--- src/rtl/i2s_sample_tx_pkg.sv ---
// Shared constants for the I2S sample transmitter: sample width, frame length
// and the slot positions that define the channel and word-select boundaries.
package i2s_sample_tx_pkg;

  localparam int SAMPLE_W    = 16;
  localparam int FRAME_SLOTS = 2 * SAMPLE_W;
  localparam int SLOT_W      = $clog2(FRAME_SLOTS);

  localparam int LEFT_MSB   = 0;
  localparam int LRCLK_RISE = 15;
  localparam int RIGHT_MSB  = 16;
  localparam int LRCLK_FALL = 31;

  typedef logic [SLOT_W-1:0] slot_t;

  // Word select leads each channel MSB by one slot: high for slots 15..30.
  function automatic logic lrclk_for_slot(input slot_t s);
    return (s >= slot_t'(LRCLK_RISE)) && (s < slot_t'(LRCLK_FALL));
  endfunction

endpackage

--- src/rtl/i2s_sample_tx_bclk_gen.sv ---
// Bit-clock divider: bclk toggles every CLK_DIV clk cycles; the strobes are high
// during the cycle whose closing clk edge produces the matching bclk transition.
module i2s_sample_tx_bclk_gen #(
  parameter int CLK_DIV = 4
) (
  input  logic clk,
  input  logic reset,
  output logic bclk,
  output logic rise_evt,
  output logic fall_evt
);

  localparam int DIV_W = (CLK_DIV > 1) ? $clog2(CLK_DIV) : 1;

  logic [DIV_W-1:0] div;
  logic             tc;

  assign tc       = (div == DIV_W'(CLK_DIV - 1));
  assign rise_evt = tc & ~bclk;
  assign fall_evt = tc & bclk;

  always_ff @(posedge clk or negedge reset) begin
    if (!reset) begin
      div  <= '0;
      bclk <= 1'b0;
    end else if (tc) begin
      div  <= '0;
      bclk <= ~bclk;
    end else begin
      div  <= div + 1'b1;
    end
  end

endmodule

--- src/rtl/i2s_sample_tx.sv ---
// I2S stereo transmitter: latches one mono sample per frame, sends it on both
// channels MSB first, and requests the next sample with a one-clk new_frame pulse.
module i2s_sample_tx #(
  parameter int CLK_DIV  = 4,
  parameter int SAMPLE_W = i2s_sample_tx_pkg::SAMPLE_W
) (
  input  logic                       clk,
  input  logic                       reset,
  input  logic signed [SAMPLE_W-1:0] sample,
  input  logic                       play,
  output logic                       new_frame,
  output logic                       bclk,
  output logic                       lrclk,
  output logic                       sdata
);

  import i2s_sample_tx_pkg::*;

  logic                       fall_evt;
  logic                       rise_unused;
  slot_t                      slot;
  slot_t                      next_slot;
  logic                       load_strobe;
  logic                       load_p1;
  logic signed [SAMPLE_W-1:0] frame_word;
  logic signed [SAMPLE_W-1:0] shift_reg;
  logic signed [SAMPLE_W-1:0] hold_reg;

  i2s_sample_tx_bclk_gen #(
    .CLK_DIV (CLK_DIV)
  ) bclk_gen (
    .clk      (clk),
    .reset    (reset),
    .bclk     (bclk),
    .rise_evt (rise_unused),
    .fall_evt (fall_evt)
  );

  assign next_slot   = slot + 1'b1;
  assign load_strobe = fall_evt && (next_slot == slot_t'(LEFT_MSB));
  assign frame_word  = play ? sample : '0;

  // Everything DAC-facing moves on bclk falls; new_frame trails the load by one clk.
  always_ff @(posedge clk or negedge reset) begin
    if (!reset) begin
      slot      <= slot_t'(LRCLK_FALL);
      shift_reg <= '0;
      hold_reg  <= '0;
      sdata     <= 1'b0;
      lrclk     <= 1'b0;
      load_p1   <= 1'b0;
      new_frame <= 1'b0;
    end else begin
      load_p1   <= load_strobe;
      new_frame <= load_p1;
      if (fall_evt) begin
        slot  <= next_slot;
        lrclk <= lrclk_for_slot(next_slot);
        if (next_slot == slot_t'(LEFT_MSB)) begin
          hold_reg  <= frame_word;
          shift_reg <= frame_word;
          sdata     <= frame_word[SAMPLE_W-1];
        end else if (next_slot == slot_t'(RIGHT_MSB)) begin
          shift_reg <= hold_reg;
          sdata     <= hold_reg[SAMPLE_W-1];
        end else begin
          shift_reg <= {shift_reg[SAMPLE_W-2:0], 1'b0};
          sdata     <= shift_reg[SAMPLE_W-2];
        end
      end
    end
  end

endmodule
--- config.mk ---
export PLATFORM = sky130hd
export DESIGN_NAME = i2s_sample_tx
export DESIGN_NICKNAME = d
export VERILOG_FILES = /design/src/rtl/i2s_sample_tx_pkg.sv /design/src/rtl/i2s_sample_tx_bclk_gen.sv /design/src/rtl/i2s_sample_tx.sv
export SDC_FILE = /design/constraint.sdc
export NUM_CORES = 1
export LEC_CHECK = 0
export ABC_AREA = 1
export CORE_MARGIN = 3
export CORE_UTILIZATION = 60
export DETAILED_ROUTE_END_ITERATION = 7
export GPL_TIMING_DRIVEN = 0
export PLACE_DENSITY = 0.95
export SLEW_MARGIN = 40
export SYNTH_ARGS = -nofsm -noshare
export SYNTH_HDL_FRONTEND = slang
export SYNTH_HIERARCHICAL = 1
export SYNTH_SLANG_ARGS = --single-unit
export TNS_END_PERCENT = 10
--- constraint.sdc ---
create_clock -name clk -period 4.2 [get_ports clk]
set_input_delay 0.63 -clock clk [delete_from_list [all_inputs] [get_ports clk]]
set_output_delay 0.63 -clock clk [all_outputs]
set_load 0.005 [all_outputs]
==> impl_results.md, run 1 <==
- CP max FO: 10
- Post-Layout Cell Count: 358
- Cell area after synthesis: 2250 µm²
- # fillers: 269
- Design area: 2600 µm²
- Final Max Slew Viols: 0
- CP Capture Type: flop
- CORE AREA: about 3500 µm²
- Fmax: 0.503 GHz
- Placed Instances: 350
- Remaining antenna violation count: 0
- TritonCTS clock tree: done
- CTS clock-pin slew for the worst setup and hold paths: 0.08 ns
- Nets: 333
- Post-CTS Setup Inserts: 0
- Clock Latency Late Sink: about 0.30 ns
- Tmin final: 1.99 ns
- Crit Path Class: reg -> reg
- Synth warn: 6
- Worst hold margin: between 0.3 and 0.4 ns
- Hold Crit Class: in -> async
- Die H: between 60 and 70 µm
- Final GP Congestion: 0.797
- Clk sinks: 43
- Routed wire per std cell: between 10 and 15 µm
- Static Leak: around 1.4 nW
- Slew @ Worst Pin: 0.561 ns
- Mean Syn Cell Area: 7.97 µm²
- FF+latch area: 1080 µm²
- Commonest non-fill, non-tap cell in the layout: nand2_1
- Skew final: 0.0109 ns
- Final routed DRC violation total: 0
- Maximum vdd drop: 0.228 mV
- Cts hold-fix bufs: 0
- Post-synth net total: roughly 300
- # setup viols final: 0
- Vias in the first global route: 1840
- TNS Setup: 0 ns
- Area of the multi-input gates: a little over 900 µm²
- Root Buffer: clkbuf_8
- PD cells: ~270 nW/µm²
- CP required: 4.39 ns
- Via/cell ratio: 5.36
- Site Rows: 21
- First-pass GRT wire length: a little over 8000 µm
- Die X: around 67 µm
- GRT Overall Usage: 24.8%
- Port bufs: 22
- Mapped Cells: between 200 and 300
- Max reg flops: 16
- Commonest cells after routing, fill and taps aside: nand2_1 (103), inv_1 (44), dfrtp_1 (38), clkdlybuf4s50_1 (21), nand3_1 (17)
- Share of cells above drive strength 1: 11.2%
- Cts repair resizes: 0
- Die area: 4520 µm²
- Status: finished, final reports clean
- Post-Place Cell Area: 2520 µm²
- Unrepaired setup endpoints after global routing: no
- Hpwl dp: ~3200 µm
- Antenna cells: 0
- Initial Util: 64.8%
- Total gr overflow: 0
- CP arrival: 2.18 ns
- Crit share post-route: 47.3%
- H-tree Lvls: 2
- WL final: 4710 µm
- Clk buf depth: 2
- Total number of vias: approximately 1900
- Final Hold Viols: 0
- P&R area growth vs syn: 15.9%
- Largest net degree at the start of global routing: 44
- Initial antenna violation count: 0
- Slew headroom: 62.6%
- Pre-antenna DRT Iters: 4
- Initial DRC Count: 203
- Startpoint types: flop
- Num CTS Buffers: 5
- Max-Cap Viols: 0
- Io pins: 23
-- critical path, cell delays in order (launching register included) --
cell and delay (ns):
dfstp_2 0.61, ha_1 0.24, nand2_1 0.08, inv_2 0.14, nand3_4 0.16, nor2_8 0.19
nand2_4 0.09, inv_2 0.12, buf_6 0.17, o21ai_1 0.07
-- path summary, 6_finish.rpt --
| check | startpoint | end | slack, ns | cells after the start |
|---|---|---|---|---|
| worst min register to register | load_p1 | new_frame | 0.35 | 0 |
| max in group asynchronous | reset | slot[4] | 3.51 | 1 |
| worst max register to register | slot[0] | hold_reg[5] | 2.21 | 9 |
| worst max-delay path | slot[0] | hold_reg[5] | 2.21 | 9 |
| min in group clk | load_p1 | new_frame | 0.35 | 0 |
| worst min-delay path | reset | lrclk | 0.30 | 1 |
-- metrics by stage --
stage / total power [W] / utilization [%] / setup slack, ns
2_1_floorplan: 0.000427 / - / 2.52
6_report: 0.000701 / 75.1 / 2.21
3_3_place_gp: 0.000453 / 72.8 / 1.43
4_1_cts: 0.000704 / 75.1 / 2.23
3_5_place_dp: 0.000453 / 72.7 / 2.24
5_1_grt: 0.000727 / 75.1 / 2.10
-- cell type report --
class                           count  share of cell area, %
Multi-Input combinational cell    182                   34.8
Tap cell                           46                   2.21
Clock inverter                      1                  0.192
Buffer                             11                   3.32
Inverter                           46                   6.63
Clock buffer                        7                   2.93
Timing Repair Buffer               22                   8.36
Sequential cell                    43                   41.6
-- per-layer routing --
layer | vias up | global-route usage (%) | part of all wire, %
li1 | 922 | - | -
met1 | 902 | 33.1 | 42
met2 | 80 | 37.2 | 47
met3 | 15 | 7.15 | 8.1
met4 | 0 | 12.2 | 3.2
met5 | - | 0 | 0
-- power by group --
| part | internal (W) | switching [W] | total, W | leakage [nW] |
|---|---|---|---|---|
| sequential | 0.000414 | 0 | 0.000414 | 0.443 |
| combinational | 0.0000176 | 0.0000134 | 0.0000310 | 0.917 |
| clock | 0.000117 | 0.000139 | 0.000256 | 0.0422 |
(Power assumes the default switching activity.)
==> run 2, diff against run 1 <==
CORE_UTILIZATION = 56   (was 60)
PLACE_DENSITY = 0.9   (was 0.95)
clock period = 2 ns   (was 4.2 ns; I/O delays follow)
==> run 2 against run 1 <==
  * Combinational power up 120%
  * Global-route usage shrank 4.0 points
  * Via count fell by 1.7%
  * Final area increased by 2.6%
  * Sequential cell count did not move
  * Worst setup slack lost 2.1 ns
  * Core utilization down 4.2 points
  * Largest power group unchanged
==> impl_results.md, run 2 (synthesized netlist as in run 1, its figures left out) <==
- Fmax: between 0.5 and 0.6 GHz
- GRT Overall Usage: about a fifth
- CORE AREA: 3770 µm²
- Io pins: 23
- Startpoint types: flop
- Pre-antenna DRT Iters: 4
- First-pass GRT wire length: 7930 µm
- CP required: 2.19 ns
- Die X: 69.3 µm
- Status: finished, final reports clean
- P&R area growth vs syn: 18.9%
- Slew headroom: 61.6%
- CP Capture Type: flop
- Largest net degree at the start of global routing: 44
- Max-Cap Viols: 0
- H-tree Lvls: 2
- Max reg flops: 16
- Clk sinks: 43
- Port bufs: 22
- Skew final: 0.00725 ns
- WL final: 4720 µm
- Unrepaired setup endpoints after global routing: no
- Total number of vias: 1886
- Static Leak: 1.44 nW
- Tot Pwr: 0.00147 W
- # setup viols final: 0
- Final WS setup: 0.127 ns
- Post-Place Cell Area: 2520 µm²
- Number of cells on the worst hold path: 0
- Commonest cells after routing, fill and taps aside: nand2_1 (103), inv_1 (44), dfrtp_1 (38), clkdlybuf4s50_1 (21), nand3_1 (17)
- Die area: 4810 µm²
- Maximum vdd drop: 0.414 mV
- CTS clock-pin slew for the worst setup and hold paths: 0.08 ns
- Total gr overflow: 0
- Num CTS Buffers: 5
- Nets: 341
- Reg2Reg Depth: 9
- Final GP Congestion: 0.832
- Setup WS pre-CTS: 0.0751 ns
- Design area: 2670 µm²
- Vias in the first global route: between 1500 and 2000
- Via/cell ratio: 5.13
- CP max FO: 10
- PD cells: 552 nW/µm²
- TritonCTS clock tree: done
- Remaining antenna violation count: 0
- Crit Path Class: reg -> reg
- Slew @ Worst Pin: 0.576 ns
- Share of cells above drive strength 1: 13.4%
- Routed wire per std cell: about 13 µm
- Initial Util: 59.6%
- Root Buffer: clkbuf_8
- Final Max Slew Viols: 0
- Crit share post-route: 93.7%
- Final routed DRC violation total: 0
- Antenna cells: 0
- Die H: between 60 and 70 µm
- Initial DRC Count: 140
- Tmin final: 1.87 ns
- Post-Layout Cell Count: approximately 370
- Hold Crit Class: reg -> reg
- Commonest non-fill, non-tap cell in the layout: nand2_1
- Clk buf depth: 2
- Placed Instances: 352
- Hpwl dp: 3170 µm
- Initial antenna violation count: 0
- Site Rows: 22
- CP arrival: 2.06 ns
- Clock Latency Late Sink: 0.30 ns
- Final Hold Viols: 0
==> run 2: changes by cell type in the layout (fill, tap and decap cells not counted), sizes merged <==
cell         before  now
buf               8   15
dlygate4sd3       0    1
==> run 2: critical path, cell delays in order (launching register included) <==
cell     delay, ns
dfstp_2       0.59
ha_2          0.22
nand2_1       0.07
inv_2         0.13
nand3_4       0.13
nor2_8        0.20
nand2_4       0.09
inv_2         0.12
buf_6         0.16
o21ai_1       0.07
==> run 2: area by class of cell <==
cell class	count	area, µm²
Buffer	11	86.3
Clock buffer	7	76.3
Clock inverter	1	5.00
Fill cell	306	1100
Inverter	46	173
Multi-Input combinational cell	182	908
Sequential cell	43	1080
Tap cell	48	60.1
Timing Repair Buffer	30	280
==> run 2: report_power, final <==
group | switching (W) | internal, W
sequential | 0 | 0.000869
combinational | 0.0000292 | 0.0000383
clock | 0.000292 | 0.000245
total | 0.000321 | 0.00115
==> run 2: worst paths after layout <==
path / from / end / slack, ns
max in group asynchronous: reset / slot[4] / 1.10
worst max-delay path: slot[0] / hold_reg[11] / 0.13
worst max register to register: slot[0] / hold_reg[11] / 0.13
worst min register to register: load_p1 / new_frame / 0.36
worst min-delay path: load_p1 / new_frame / 0.36
min in group asynchronous: reset / lrclk / 0.52
==> run 2: stage by stage <==
stage                     hold slack (ns)  setup TNS (ns)  utilization [%]
after floorplan                   0.00441               0                -
after global placement              0.333          -18.52             67.0
after detailed placement            0.319               0             67.0
after CTS                           0.369               0             69.4
after global routing                0.378               0             70.8
final                               0.365               0             70.8
==> run 2: timing repair <==
| action | CTS | global route |
|---|---|---|
| setup buffers | 0 | 7 |
| hold buffers | 1 | 0 |
| resized for setup | 0 | 1 |
| hold endpoints to repair | 36 | 0 |
| endpoints found under the setup margin | 0 | 11 |
==> run 2: routing by layer <==
| layer | GRT usage, % | up-vias | wire length [µm] |
|---|---|---|---|
| li1 | - | 945 | - |
| met1 | 27.0 | 875 | 2180 |
| met2 | 33.2 | 58 | 2170 |
| met3 | 4.20 | 8 | 295 |
| met4 | 10.6 | 0 | 69 |
| met5 | 0 | - | 0 |
